### src/rtl/branch_resolution_unit_pkg.sv
// Shared types for the branch resolution unit: tracker record, FSM states, instruction size.
package branch_resolution_unit_pkg;

  localparam int INSTR_BYTES = 4;
  // Tracker records are sized for the default 32-bit PC; ADDR_WIDTH is expected to match.
  localparam int BRU_ADDR_W  = 32;

  typedef struct packed {
    logic                  valid;
    logic                  pred;
    logic [BRU_ADDR_W-1:0] pc;
    logic [BRU_ADDR_W-1:0] target;
  } branch_track_t;

  typedef enum logic [0:0] {
    IDLE     = 1'b0,
    REDIRECT = 1'b1
  } bru_state_e;

endpackage

### src/rtl/branch_resolution_unit_if.sv
// Branch-prediction / pipeline-control bundle between the core pipeline and the resolution unit.
interface branch_resolution_unit_if #(
  parameter int ADDR_WIDTH = 32
);

  logic                  id_branch_valid;
  logic                  id_prediction;
  logic [ADDR_WIDTH-1:0] id_pc;
  logic [ADDR_WIDTH-1:0] id_target;
  logic                  pipe_stall;
  logic                  mem_actual_taken;
  logic                  upd_valid;
  logic [ADDR_WIDTH-1:0] upd_pc;
  logic                  upd_taken;
  logic                  flush;
  logic [ADDR_WIDTH-1:0] redirect_pc;

  modport master (
    output id_branch_valid, id_prediction, id_pc, id_target, pipe_stall, mem_actual_taken,
    input  upd_valid, upd_pc, upd_taken, flush, redirect_pc
  );

  modport slave (
    input  id_branch_valid, id_prediction, id_pc, id_target, pipe_stall, mem_actual_taken,
    output upd_valid, upd_pc, upd_taken, flush, redirect_pc
  );

endinterface

### src/rtl/branch_resolution_unit_sat_counter.sv
// Saturating up-counter used for the branch statistics; sticks at all-ones.
module sat_counter #(
  parameter int WIDTH = 32
) (
  input  logic             clk,
  input  logic             reset_n,
  input  logic             clear,
  input  logic             inc,
  output logic [WIDTH-1:0] count
);

  always_ff @(posedge clk or negedge reset_n) begin
    if (!reset_n) begin
      count <= '0;
    end else if (clear) begin
      count <= '0;
    end else if (inc && (count != '1)) begin
      count <= count + 1'b1;
    end
  end

endmodule

### src/rtl/branch_resolution_unit.sv
// Tracks predicted branches from decode to MEM, trains the predictor and redirects fetch on mispredict.
module branch_resolution_unit
  import branch_resolution_unit_pkg::*;
#(
  parameter int ADDR_WIDTH  = 32,
  parameter int TRACK_DEPTH = 2,
  parameter int COUNT_WIDTH = 32
) (
  input  logic                   clk,
  input  logic                   reset_n,
  branch_resolution_unit_if.slave bus,
  output logic [COUNT_WIDTH-1:0] branch_count,
  output logic [COUNT_WIDTH-1:0] mispredict_count
);

  localparam logic [0:0] ST_IDLE     = 1'(IDLE);
  localparam logic [0:0] ST_REDIRECT = 1'(REDIRECT);

  branch_track_t track [TRACK_DEPTH];
  branch_track_t last;
  logic          resolve;
  logic          mispredict;
  logic [0:0]    state;

  function automatic logic [ADDR_WIDTH-1:0] next_pc(input logic [ADDR_WIDTH-1:0] pc,
                                                    input logic [ADDR_WIDTH-1:0] target,
                                                    input logic                  taken);
    return taken ? target : pc + ADDR_WIDTH'(INSTR_BYTES);
  endfunction

  assign last       = track[TRACK_DEPTH-1];
  assign resolve    = last.valid & ~bus.pipe_stall;
  assign mispredict = resolve & (last.pred ^ bus.mem_actual_taken);

  // Tracker: ID capture into slot 0, shift toward MEM; a mispredict kills every younger entry
  always_ff @(posedge clk or negedge reset_n) begin
    if (!reset_n) begin
      for (int k = 0; k < TRACK_DEPTH; k++) track[k] <= '0;
    end else if (!bus.pipe_stall) begin
      track[0].valid  <= bus.id_branch_valid & ~mispredict;
      track[0].pred   <= bus.id_prediction;
      track[0].pc     <= bus.id_pc;
      track[0].target <= bus.id_target;
      for (int k = 1; k < TRACK_DEPTH; k++) begin
        track[k]       <= track[k-1];
        track[k].valid <= track[k-1].valid & ~mispredict;
      end
    end
  end

  // MEM resolve: registered training strobe, redirect target and flush FSM
  always_ff @(posedge clk or negedge reset_n) begin
    if (!reset_n) begin
      state           <= ST_IDLE;
      bus.upd_valid   <= 1'b0;
      bus.upd_pc      <= '0;
      bus.upd_taken   <= 1'b0;
      bus.redirect_pc <= '0;
    end else begin
      case (state)
        ST_IDLE: if (mispredict) state <= ST_REDIRECT;
        default: state <= ST_IDLE;
      endcase
      bus.upd_valid <= resolve;
      if (resolve) begin
        bus.upd_pc    <= last.pc;
        bus.upd_taken <= bus.mem_actual_taken;
      end
      if (mispredict) begin
        bus.redirect_pc <= next_pc(last.pc, last.target, bus.mem_actual_taken);
      end
    end
  end

  assign bus.flush = (state == ST_REDIRECT);

  sat_counter #(.WIDTH(COUNT_WIDTH)) u_branch_cnt (
    .clk     (clk),
    .reset_n (reset_n),
    .clear   (1'b0),
    .inc     (resolve),
    .count   (branch_count)
  );

  sat_counter #(.WIDTH(COUNT_WIDTH)) u_mispredict_cnt (
    .clk     (clk),
    .reset_n (reset_n),
    .clear   (1'b0),
    .inc     (mispredict),
    .count   (mispredict_count)
  );

endmodule

### src/flat_wrapper.sv
// flat-port wrapper written by rule: the top's interface ports become plain ports
module branch_resolution_unit_flat import branch_resolution_unit_pkg::*;
#(
  parameter int ADDR_WIDTH  = 32,
  parameter int TRACK_DEPTH = 2,
  parameter int COUNT_WIDTH = 32
)
  (clk, reset_n, branch_count, mispredict_count, bus_id_branch_valid, bus_id_prediction, bus_id_pc, bus_id_target, bus_pipe_stall, bus_mem_actual_taken, bus_upd_valid, bus_upd_pc, bus_upd_taken, bus_flush, bus_redirect_pc);
  branch_resolution_unit_if #(.ADDR_WIDTH(ADDR_WIDTH)) bus_i ();
  input  logic clk;
  input  logic reset_n;
  output logic [COUNT_WIDTH-1:0] branch_count;
  output logic [COUNT_WIDTH-1:0] mispredict_count;
  input wire logic [$bits(bus_i.id_branch_valid)-1:0] bus_id_branch_valid;
  input wire logic [$bits(bus_i.id_prediction)-1:0] bus_id_prediction;
  input wire logic [$bits(bus_i.id_pc)-1:0] bus_id_pc;
  input wire logic [$bits(bus_i.id_target)-1:0] bus_id_target;
  input wire logic [$bits(bus_i.pipe_stall)-1:0] bus_pipe_stall;
  input wire logic [$bits(bus_i.mem_actual_taken)-1:0] bus_mem_actual_taken;
  output wire logic [$bits(bus_i.upd_valid)-1:0] bus_upd_valid;
  output wire logic [$bits(bus_i.upd_pc)-1:0] bus_upd_pc;
  output wire logic [$bits(bus_i.upd_taken)-1:0] bus_upd_taken;
  output wire logic [$bits(bus_i.flush)-1:0] bus_flush;
  output wire logic [$bits(bus_i.redirect_pc)-1:0] bus_redirect_pc;
  assign bus_i.id_branch_valid = bus_id_branch_valid;
  assign bus_i.id_prediction = bus_id_prediction;
  assign bus_i.id_pc = bus_id_pc;
  assign bus_i.id_target = bus_id_target;
  assign bus_i.pipe_stall = bus_pipe_stall;
  assign bus_i.mem_actual_taken = bus_mem_actual_taken;
  assign bus_upd_valid = bus_i.upd_valid;
  assign bus_upd_pc = bus_i.upd_pc;
  assign bus_upd_taken = bus_i.upd_taken;
  assign bus_flush = bus_i.flush;
  assign bus_redirect_pc = bus_i.redirect_pc;
  branch_resolution_unit #(.ADDR_WIDTH(ADDR_WIDTH), .TRACK_DEPTH(TRACK_DEPTH), .COUNT_WIDTH(COUNT_WIDTH)) u_core (.clk(clk), .reset_n(reset_n), .bus(bus_i), .branch_count(branch_count), .mispredict_count(mispredict_count));
endmodule
### config.mk
export PLATFORM = sky130hd
export DESIGN_NAME = branch_resolution_unit_flat
export DESIGN_NICKNAME = d
export VERILOG_FILES = /design/src/rtl/branch_resolution_unit_pkg.sv /design/src/rtl/branch_resolution_unit_if.sv /design/src/rtl/branch_resolution_unit_sat_counter.sv /design/src/rtl/branch_resolution_unit.sv /design/src/flat_wrapper.sv
export SDC_FILE = /design/constraint.sdc
export NUM_CORES = 1
export LEC_CHECK = 0
export CORE_MARGIN = 2
export CORE_UTILIZATION = 53
export CTS_CLUSTER_SIZE = 28
export DETAILED_ROUTE_END_ITERATION = 12
export GPL_TIMING_DRIVEN = 0
export PLACE_DENSITY_LB_ADDON = 0.2
export RECOVER_POWER = 50
export SLEW_MARGIN = 20
export SYNTH_ARGS = -nofsm -noshare
export SYNTH_HDL_FRONTEND = slang
export SYNTH_SLANG_ARGS = --single-unit
export TNS_END_PERCENT = 10
### constraint.sdc
create_clock -name clk -period 2.3 [get_ports clk]
set_input_delay 0.23 -clock clk [delete_from_list [all_inputs] [get_ports clk]]
set_output_delay 0.23 -clock clk [all_outputs]
set_load 0.05 [all_outputs]
==> flow_summary_export.csv <==
group,metric,value,unit
yosys,ys.flop_type,"dfrtp_1",
floorplan,fp.dieW,151,um
sta,fin_ws,114,ps
yosys,synth_compound_area_share,5.11,%
detailed_routing,top_layer,"met5",
floorplan,core-area,0.0210,mm^2
detailed_routing,dr.first_iter.drc_count,457,
yosys,synth-warning-count,0,
grt,gr-total-overflow,0,
yosys,yosys-top-cells-count,"dfrtp_1 (263), nand2_1 (150), mux2_2 (132), o21ai_0 (51), xnor2_1 (42)",
worst_setup_path,crit_path_start_kind,"flip-flop",
clocking,clock-root-buffer,"clkbuf_16",
yosys,synthTopCellsByArea,"dfrtp_1 (58%), mux2_2 (13%), nand2_1 (4.9%), xnor2_1 (3.2%), xor2_1 (2.7%)",
grt,track_usage,24.6,%
detailed_routing,drcViolationCount,0,
clocking,cts_tree,"built",
worst_setup_path,cp-end-kind,"flip-flop",
power,power.leakage,0.00648,uW
clocking,clock_path_buffers,3,
finish,layout-drive-gt1-share,17.4,%
power,p_comb_share,32.7,%
yosys,synthAdderAreaFrac,0.330,%
placement,gp_congestion,0.863,
worst_setup_path,critPathSlowestCell,"dfrtp_1",
yosys,synth_top_family_by_area,"simple AND/OR/NAND/NOR gates",
placement,numPortBuffers,199,
sta,fin_crit,2190,ps
detailed_routing,viasPerCell,5.51,
detailed_routing,dr_wl_met3,1630,um
grt,antenna_found_initial,1,
power,clockPowerShare,27.8,%
worst_setup_path,slowest_delay,430,ps
sta,report.final.hold_viol_count,0,
yosys,synth.top_cell.area_share,57.8,%
sta,final-setup-viol-count,0,
floorplan,rows,53,
finish,fill_cells,1552,
worst_setup_path,crit_buf_inv,2,
sta,worstMarginPinSlew,1140,ps
yosys,synth.net_count,1037,
yosys,synth_edf_count,0,
detailed_routing,wl,27500,um
sta,grt_setup_unrepaired,"no",
worst_setup_path,cp_top_family,"simple AND/OR/NAND/NOR gates",
sta,fin_worst_skew,14.8,ps
worst_setup_path,reg2regPathDepth,7,
sta,finalMaxSlewViolations,0,
worst_setup_path,path_cells,"ha_1, and4_1, buf_2, and4_1, a21oi_1, buf_2, mux2_2",
min_path,hp-class,"in -> reg",
power,ir_worst_vdd,0.844,mV
min_path,whs_path_depth,2,
yosys,synth_area,0.0114,mm^2
yosys,postSynthAreaPerCell,11.8,um^2
yosys,yosys.area_share.simple,15.0,%
placement,place_inst,1440,
placement,place_area,0.0138,mm^2
outcome,status,"finished clean",
detailed_routing,ant_nets,0,
finish,stdcell_count,1492,
placement,pre_cts_ws,116,ps
worst_setup_path,cp.required,2720,ps
floorplan,ios,201,
job,cap_violations,0,
power,switchingPower,5930,uW
yosys,ys_ff_latch,263,
clocking,cts_buffers,28,
min_path,hold-path-endpoint,"u_core.track[71]",
grt,grt_max_degree,96,
clocking,h-tree-depth,1,
power,power_density,1080,mW/mm^2
clocking,cts.sinks,263,
worst_setup_path,crit_type,"reg -> reg",
floorplan,dieArea,0.0227,mm^2
yosys,synthMuxAreaShare,13.7,%
worst_setup_path,cp.arrival,2610,ps
yosys,synth_most_common_cell,"dfrtp_1",
finish,final_cell_area,0.0147,mm^2
power,pwr-share-seq,39.6,%
finish,syn_to_final_growth,28.7,%
floorplan,die_h,151,um
grt,grt_first_pass_wirelength,43500,um
yosys,async_flop_share,100,%
sta,fin_crit_sh,95.0,%
floorplan,initial_core_util,54.2,%
yosys,ys_types,48,
worst_setup_path,r2r_start,"u_core.u_mispredict_cnt.count[0]",
yosys,seq_area_frac_synth,57.8,%
finish,fin_nets,1269,
sta,relSlewSlack,23.8,%
power,p_int,9910,uW
clocking,insertion_delay,540,ps
sta,max_freq,458,MHz
clocking,clk_pin_slew,60,ps
yosys,synth_xor_area_share,5.92,%
yosys,netlist_instances,964,
detailed_routing,wire_per_inst,18.4,um
detailed_routing,vias,8220,
placement,place.detailed.hpwl,19600,um
detailed_routing,dr.pass1.iters,5,
yosys,synth.largest_area_cell,"dfrtp_1",
power,netSwitchingFraction,37.4,%
detailed_routing,drt-met1-wl,11200,um
min_path,min_from,"bus_id_target[5]",
grt,grt_pass1_vias,8240,
detailed_routing,dr_wl_met2,14000,um
worst_setup_path,worst_r2r_endpoint,"u_core.u_mispredict_cnt.count[1]",
worst_setup_path,critPathMaxFanout,10,
worst_setup_path,r2r_setup_slack,110,ps
## metrics by stage
| stage | hold WS [ps] | total power, uW | TNS (ps) | util (%) |
|---|---|---|---|---|
| CTS | 289 | 16000 | 0 | 69.9 |
| global route | 296 | 16500 | 0 | 69.7 |
| global placement | 416 | 11400 | -2661580 | 65.3 |
| floorplan | -65.6 | 9460 | 0 | - |
| finish | 299 | 15800 | 0 | 69.7 |
| detailed placement | 263 | 11600 | 0 | 65.5 |
## cells by family (layout without fill, tap and decap cells)
| family | Yosys count | after routing |
|---|---|---|
| AND/OR/NAND/NOR | 328 | 328 |
| XOR/XNOR | 77 | 77 |
| flip-flops | 263 | 263 |
| adder cells (fa/ha/maj) | 3 | 3 |
| buffers and inverters | 58 | 310 |
| multiplexers | 139 | 139 |
| AO/OA/AOI/OAI | 96 | 96 |
| other | 0 | 1 |
## state kept, by name, summed over array words and instances (netlist names)
| signal | count |
|---|---|
| u_core.bus.upd_taken | 1 |
| u_core.last | 66 |
| u_core.u_mispredict_cnt.count | 32 |
| u_core.u_branch_cnt.count | 32 |
| u_core.bus.flush | 1 |
| u_core.bus.upd_valid | 1 |
| u_core.bus.redirect_pc | 32 |
| u_core.track | 66 |
| u_core.bus.upd_pc | 32 |
## area by class of cell
class,count,area (um^2),share of cell area [%]
plain buffers,48,208,1.42
diodes,1,2.50,0.0171
clock buffers,41,831,5.67
repair buffers,202,2020,13.8
flip-flops and latches,263,6580,44.9
clock inverters,9,75.1,0.512
multi-input cells,643,4550,31.1
well taps,275,344,2.35
inverters,10,37.5,0.256
## how the worst max path moves through the flow
stage,startpoint,end,slack (ps),depth (start not counted)
after floorplan,u_core.u_mispredict_cnt.count[0],u_core.u_mispredict_cnt.count[1],90,7
after global placement,reset_n,u_core.track[75],-10140,1
after detailed placement,bus_mem_actual_taken,u_core.u_mispredict_cnt.count[4],120,8
after CTS,u_core.u_mispredict_cnt.count[0],u_core.u_mispredict_cnt.count[1],130,7
after global routing,u_core.u_mispredict_cnt.count[0],u_core.u_mispredict_cnt.count[4],30,8
final,u_core.u_mispredict_cnt.count[0],u_core.u_mispredict_cnt.count[1],110,7
## power by group through the flow
stage	clock network (uW)	logic, uW	registers [uW]
after detailed placement	0	5210	6340
final	4400	5180	6270
after CTS	4480	5240	6270
after floorplan	0	1130	8330
after global placement	0	5120	6320
after global routing	4670	5490	6380
## repair_timing
| item | in CTS | in global routing |
|---|---|---|
| setup endpoints to repair | 0 | 0 |
| resized for setup | 0 | 0 |
| hold buffers | 1 | 0 |
| buffers inserted | 0 | 0 |
| endpoints found under the hold margin | 81 | 0 |
## routing by layer
metal / vias up / GRT usage (%)
li1: 3836 / -
met1: 4079 / 31.9
met2: 247 / 42.2
met3: 56 / 4.42
met4: 2 / 7.45
met5: - / 0
## cell usage in the layout (no fill, tap or decap), drive strengths merged, types with 32 or more instances in the layout
cell type	instances
dfrtp	263
clkdlybuf4s50	197
nand2	150
mux2	132
clkbuf	76
o21ai	53
xnor2	42
nor2	36
xor2	35
nand4	35
nand3	32
## worst register-to-register path, delay by kind of cell, from the launching register on
kind,cells,cell delay (ps)
compound gates,1,190
fa+ha+maj,1,250
buf+inv,2,420
flops,1,430
mux,1,360
simple gates,2,440
Note: power is estimated with default switching activity, not from simulation.
